[src/rtl/jtframe_db15_pkg.sv]
// Shared constants and helpers for the DB15 joystick serial link.
// Button bit positions match the joy_db15 reader; db15_frame gives the wire-level frame.
package jtframe_db15_pkg;

  localparam int unsigned W_DEF = 16;
  localparam int unsigned CNT_W = 6;

  localparam int unsigned BTN_RIGHT = 0;
  localparam int unsigned BTN_LEFT  = 1;
  localparam int unsigned BTN_DOWN  = 2;
  localparam int unsigned BTN_UP    = 3;
  localparam int unsigned BTN_B1    = 4;
  localparam int unsigned BTN_B2    = 5;
  localparam int unsigned BTN_B3    = 6;
  localparam int unsigned BTN_B4    = 7;
  localparam int unsigned BTN_B5    = 8;
  localparam int unsigned BTN_B6    = 9;
  localparam int unsigned BTN_START = 10;
  localparam int unsigned BTN_COIN  = 11;
  localparam int unsigned BTN_MODE  = 12;

  // Wire-level frame, MSB shifted first: P1 high..low then P2, active-low levels.
  function automatic logic [2*W_DEF-1:0] db15_frame(input logic [W_DEF-1:0] j1,
                                                    input logic [W_DEF-1:0] j2);
    return ~{j1, j2};
  endfunction

endpackage

[src/rtl/jtframe_db15_resp_if.sv]
// DB15 serial link pins: reader (master) drives the strobes, responder (slave) drives data.
interface jtframe_db15_resp_if;
  logic JOY_CLK;
  logic JOY_LOAD;
  logic JOY_DATA;

  modport master (output JOY_CLK, output JOY_LOAD, input  JOY_DATA);
  modport slave  (input  JOY_CLK, input  JOY_LOAD, output JOY_DATA);
endinterface

[src/rtl/jtframe_sync.sv]
// Multi-stage synchronizer for an asynchronous strobe; resets to 1 so idle-high
// strobes produce no spurious edge after reset.
module jtframe_sync #(
  parameter int unsigned SYNC = 2
) (
  input  logic clk,
  input  logic rst_n,
  input  logic din,
  output logic dout
);

  logic [SYNC-1:0] sync_q, sync_d;

  always_comb begin
    sync_d = {sync_q[SYNC-2:0], din};
  end

  always_ff @(posedge clk) begin
    if (!rst_n) sync_q <= '1;
    else        sync_q <= sync_d;
  end

  assign dout = sync_q[SYNC-1];

endmodule

[src/rtl/jtframe_db15_resp.sv]
// DB15 splitter emulation: parallel-in/serial-out chain driven by the reader's
// JOY_LOAD/JOY_CLK strobes, with frame pulse, shift counter and overflow flag.
module jtframe_db15_resp
  import jtframe_db15_pkg::*;
#(
  parameter int unsigned W    = W_DEF,
  parameter int unsigned SYNC = 2
) (
  input  logic                clk,
  input  logic                rst_n,
  input  logic [W-1:0]        joystick1,
  input  logic [W-1:0]        joystick2,
  jtframe_db15_resp_if.slave  db15,
  output logic                frame,
  output logic [CNT_W-1:0]    bit_cnt,
  output logic                ovf
);

  localparam int unsigned         FL        = 2 * W;
  localparam logic [CNT_W-1:0]    FRAME_LEN = CNT_W'(FL);

  logic clk_s, load_s;
  logic clk_dly_q, clk_dly_d;
  logic load_dly_q, load_dly_d;
  logic clk_rise, load_rise;

  logic [FL-1:0]    sr_q, sr_d;
  logic [CNT_W-1:0] cnt_q, cnt_d;
  logic             ovf_q, ovf_d;
  logic             frame_q, frame_d;
  logic [FL-1:0]    load_val;

  jtframe_sync #(.SYNC(SYNC)) u_sync_clk (
    .clk   (clk),
    .rst_n (rst_n),
    .din   (db15.JOY_CLK),
    .dout  (clk_s)
  );

  jtframe_sync #(.SYNC(SYNC)) u_sync_load (
    .clk   (clk),
    .rst_n (rst_n),
    .din   (db15.JOY_LOAD),
    .dout  (load_s)
  );

  // Default width uses the shared frame helper so RTL and reader agree on bit order.
  if (W == W_DEF) begin : g_pkg_frame
    assign load_val = db15_frame(joystick1, joystick2);
  end else begin : g_gen_frame
    assign load_val = ~{joystick1, joystick2};
  end

  assign clk_rise  = clk_s  & ~clk_dly_q;
  assign load_rise = load_s & ~load_dly_q;

  always_comb begin
    clk_dly_d  = clk_s;
    load_dly_d = load_s;
    sr_d       = sr_q;
    cnt_d      = cnt_q;
    ovf_d      = ovf_q;
    frame_d    = load_rise;

    // Transparent load dominates; a shift coinciding with the load release is dropped.
    if (!load_s) begin
      sr_d  = load_val;
      cnt_d = '0;
      ovf_d = 1'b0;
    end else if (clk_rise && !load_rise) begin
      sr_d = {sr_q[FL-2:0], 1'b1};
      if (cnt_q == FRAME_LEN) ovf_d = 1'b1;
      else                    cnt_d = cnt_q + CNT_W'(1);
    end
  end

  always_ff @(posedge clk) begin
    if (!rst_n) begin
      clk_dly_q  <= 1'b1;
      load_dly_q <= 1'b1;
      sr_q       <= '1;
      cnt_q      <= '0;
      ovf_q      <= 1'b0;
      frame_q    <= 1'b0;
    end else begin
      clk_dly_q  <= clk_dly_d;
      load_dly_q <= load_dly_d;
      sr_q       <= sr_d;
      cnt_q      <= cnt_d;
      ovf_q      <= ovf_d;
      frame_q    <= frame_d;
    end
  end

  assign db15.JOY_DATA = sr_q[FL-1];
  assign frame         = frame_q;
  assign bit_cnt       = cnt_q;
  assign ovf           = ovf_q;

endmodule

[src/flat_wrapper.sv]
// flat-port wrapper written by rule: the top's interface ports become plain ports
module jtframe_db15_resp_flat import jtframe_db15_pkg::*;
#(
  parameter int unsigned W    = W_DEF,
  parameter int unsigned SYNC = 2
)
  (clk, rst_n, joystick1, joystick2, frame, bit_cnt, ovf, db15_JOY_CLK, db15_JOY_LOAD, db15_JOY_DATA);
  jtframe_db15_resp_if db15_i ();
  input  logic clk;
  input  logic rst_n;
  input  logic [W-1:0] joystick1;
  input  logic [W-1:0] joystick2;
  output logic frame;
  output logic [CNT_W-1:0] bit_cnt;
  output logic ovf;
  input wire logic [$bits(db15_i.JOY_CLK)-1:0] db15_JOY_CLK;
  input wire logic [$bits(db15_i.JOY_LOAD)-1:0] db15_JOY_LOAD;
  output wire logic [$bits(db15_i.JOY_DATA)-1:0] db15_JOY_DATA;
  assign db15_i.JOY_CLK = db15_JOY_CLK;
  assign db15_i.JOY_LOAD = db15_JOY_LOAD;
  assign db15_JOY_DATA = db15_i.JOY_DATA;
  jtframe_db15_resp #(.W(W), .SYNC(SYNC)) u_core (.clk(clk), .rst_n(rst_n), .joystick1(joystick1), .joystick2(joystick2), .db15(db15_i), .frame(frame), .bit_cnt(bit_cnt), .ovf(ovf));
endmodule
[config.mk]
export PLATFORM = sky130hd
export DESIGN_NAME = jtframe_db15_resp_flat
export DESIGN_NICKNAME = d
export VERILOG_FILES = /design/src/rtl/jtframe_db15_pkg.sv /design/src/rtl/jtframe_db15_resp_if.sv /design/src/rtl/jtframe_sync.sv /design/src/rtl/jtframe_db15_resp.sv /design/src/flat_wrapper.sv
export SDC_FILE = /design/constraint.sdc
export NUM_CORES = 1
export LEC_CHECK = 0
export ABC_AREA = 1
export CORE_MARGIN = 4
export CORE_UTILIZATION = 40
export CTS_BUF_LIST = sky130_fd_sc_hd__clkbuf_4 sky130_fd_sc_hd__clkbuf_8 sky130_fd_sc_hd__clkbuf_16
export CTS_CLUSTER_SIZE = 30
export DETAILED_ROUTE_END_ITERATION = 7
export GPL_ROUTABILITY_DRIVEN = 0
export PLACE_DENSITY_LB_ADDON = 0.2
export SLEW_MARGIN = 15
export SYNTH_ARGS = -nofsm -noshare
export SYNTH_HDL_FRONTEND = slang
export SYNTH_HIERARCHICAL = 1
export SYNTH_SLANG_ARGS = --single-unit
[constraint.sdc]
create_clock -name clk -period 2 [get_ports clk]
set_input_delay 0.3 -clock clk [delete_from_list [all_inputs] [get_ports clk]]
set_output_delay 0.3 -clock clk [all_outputs]
set_load 0.03 [all_outputs]
==> results.yml <==
sta:
  timing.hold.ws_ns: 0.408
  rsz0062_at_grt: "no"
  maxSlewHeadroom: 0.660
  period_share: 0.880
  skew_ns: 0.00435
  hold_viol: 0
  period_needed_ns: 1.76
  fin_setup_tns_ns: 0
  max_freq_mhz: 568
  slew_violations: 0
  tightest_slew_ns: 0.510
  setup_viol: 0
pwr:
  p_comb_frac: 0.133
  p_total_mw: 1.94
  swShare: 0.231
  clock_power_share: 0.357
  power.internal_mw: 1.49
  p_leak_nw: 1.27
  p_per_area_nw_per_um2: 743
  switchingPower_mw: 0.449
  vdd_drop_max_mv: 0.285
  seq_power_share: 0.509
yosys:
  syn_area_um2: 2050
  netlist_instances: 287
  yosys_register_bits: 46
  yosysSeqAreaShare: 0.450
  synth-warning-count: 6
  synth_area_per_cell_um2: 7.13
  syn-num-nets: 325
  synthDistinctLibCells: 18
worst_setup_path:
  max_stage_delay_ns: 0.72
  cp_cell_sequence: "clkdlybuf4s50_1"
  critPathLaunchType: "flip-flop"
  critPathRequiredTime_ns: 1.70
  arrival_ns: 1.46
  crit_slowest_cell: "clkdlybuf4s50_1"
  path_class: "flip-flop to primary output"
  cp-end-kind: "primary output"
  path_max_fanout: 7
  critical_path.top_delay_family: "buffers and inverters"
  worst-path-buf-inv: 1
global_route:
  gr-usage-all-layers: 0.138
  grt_max_degree: 64
  globalRoute.totalOverflow: 0
  antenna_found_initial: 0
  grt_pass1_wl_um: 6970
  grt_pass1_vias: 1569
clock_tree:
  clkTransAtPathRegs_ns: 0.08
  cts_max_level: 2
  cts_hold_buffers: 0
  clk_path_buf_depth: 2
  cts-buffers-inserted: 5
  clock_latency_ns: 0.29
  cts_tree: "built"
  root_buffer: "clkbuf_8"
  cts_sinks: 46
  cts_setup_buffers: 0
  ctsResizeCount: 0
final_layout:
  fin_nets: 363
  post-route-util: 0.539
  register_area_um2: 922
  insertedDiodeCount: 0
  area_growth_pct: 27.7
  n_fill_cell: 497
  multiInputGateArea_um2: 961
  final_layout_size_suffix_gt1_frac: 0.0523
drt:
  wl_um: 4150
  dr.pass1.iters: 4
  drc: 0
  vias: 1809
  routedWlPerCell_um: 10.6
  drt_iter0_drc: 134
  viasPerCell: 4.61
  ant_nets: 0
die:
  pin_count: 45
  core_region_area_um2: 4850
  initial_core_util: 0.422
  die_h_um: 79.5
  die_x_um: 79.5
  dieArea_um2: 6330
  rows: 25
place:
  detailed_place_hpwl_um: 2680
  portBuffers: 44
status:
  outcome: "finished clean"
hold_path:
  hold_path.class: "flip-flop to flip-flop"
job:
  cap_violations: 0
==> stage by stage <==
step                instance area [um2]  std cells  setup slack (ns)
floorplan                          2050        287             0.521
global placement                   2500        385             0.475
detailed placement                 2500        385             0.453
CTS                                2610        392             0.241
global route                       2610        392             0.173
finish                             2610        392             0.240
==> sequential cells by signal (all words and copies together) (netlist names) <==
name	flops
u_core/ovf	1
u_core/clk_dly_q	1
u_core/u_sync_clk/sync_q	2
u_core/u_sync_load/sync_q	2
u_core/load_dly_q	1
u_core/sr_q	32
u_core/bit_cnt	6
u_core/frame	1
==> Yosys cell counts (all sizes together) <==
library cell | count | area share
nand3 | 41 | 0.10
a21oi | 4 | 0.0098
dfxtp | 46 | 0.45
ha | 2 | 0.012
clkbuf | 10 | 0.018
xor2 | 1 | 0.0043
buf | 7 | 0.031
nand2 | 115 | 0.21
nor3 | 1 | 0.0024
nor2 | 11 | 0.044
o21bai | 1 | 0.0037
o21ai | 31 | 0.076
nand4 | 2 | 0.0061
inv | 15 | 0.031
==> worst paths after layout <==
| path | from | to | slack [ns] | cells after the start |
|---|---|---|---|---|
| min | u_core/u_sync_load/sync_q[0]$_SDFF_PN1_ | u_core/u_sync_load/sync_q[1]$_SDFF_PN1_ | 0.41 | 2 |
| max reg2reg | u_core/u_sync_load/sync_q[1]$_SDFF_PN1_ | u_core/sr_q[4]$_SDFFE_PN1P_ | 0.46 | 7 |
| min reg2reg | u_core/u_sync_load/sync_q[0]$_SDFF_PN1_ | u_core/u_sync_load/sync_q[1]$_SDFF_PN1_ | 0.41 | 2 |
| max | u_core/bit_cnt[2]$_SDFFE_PN0P_ | bit_cnt[2] | 0.24 | 1 |
==> layout make-up <==
| cell class | instances | share of cell area |
|---|---|---|
| inverters | 15 | 0.0244 |
| flip-flops and latches | 46 | 0.353 |
| repair buffers | 48 | 0.180 |
| well taps | 67 | 0.0321 |
| clock inverters | 1 | 0.0115 |
| multi-input cells | 209 | 0.368 |
| clock buffers | 6 | 0.0316 |
==> power groups by stage <==
stage / logic, mW / registers, mW / clock network [mW]
2_1_floorplan: 0.166 / 1.01 / 0
3_3_place_gp: 0.258 / 1.01 / 0
3_5_place_dp: 0.260 / 1.01 / 0
4_1_cts: 0.262 / 0.989 / 0.710
5_1_grt: 0.298 / 0.996 / 0.756
6_report: 0.259 / 0.989 / 0.694
==> kinds of logic (layout without fill, tap and decap cells) <==
kind of cell	Yosys count	in the layout	synth area share
buffers and inverters	32	70	0.0807
adders and majority gates	2	2	0.0122
AOI/OAI and AO/OA	36	36	0.0892
and+or+nand+nor	170	170	0.364
xor gates and xnor gates	1	1	0.00428
DFF	46	46	0.450
==> routing by layer <==
metal | part of all wire | vias up | track usage
met5 | 0 | - | 0
met4 | 0.0048 | 0 | 0.0412
met3 | 0.054 | 2 | 0.0406
met2 | 0.45 | 45 | 0.214
met1 | 0.49 | 770 | 0.186
li1 | - | 992 | -
==> placed cells by master, fill, tap and decap left out <==
cell type	n
clkdlybuf4s50_1	44
o21ai_0	31
dfxtp_2	1
xor2_1	1
nand2_1	115
clkbuf_8	6
buf_4	4
ha_1	2
nand4_1	2
nor2_8	3
nand3_1	41
nor2_1	8
o21bai_1	1
dfxtp_1	45
a21oi_1	4
inv_1	13
nor3_1	1
bufinv_16	1
inv_6	1
inv_4	1
Note: power is estimated with default switching activity, not from simulation.
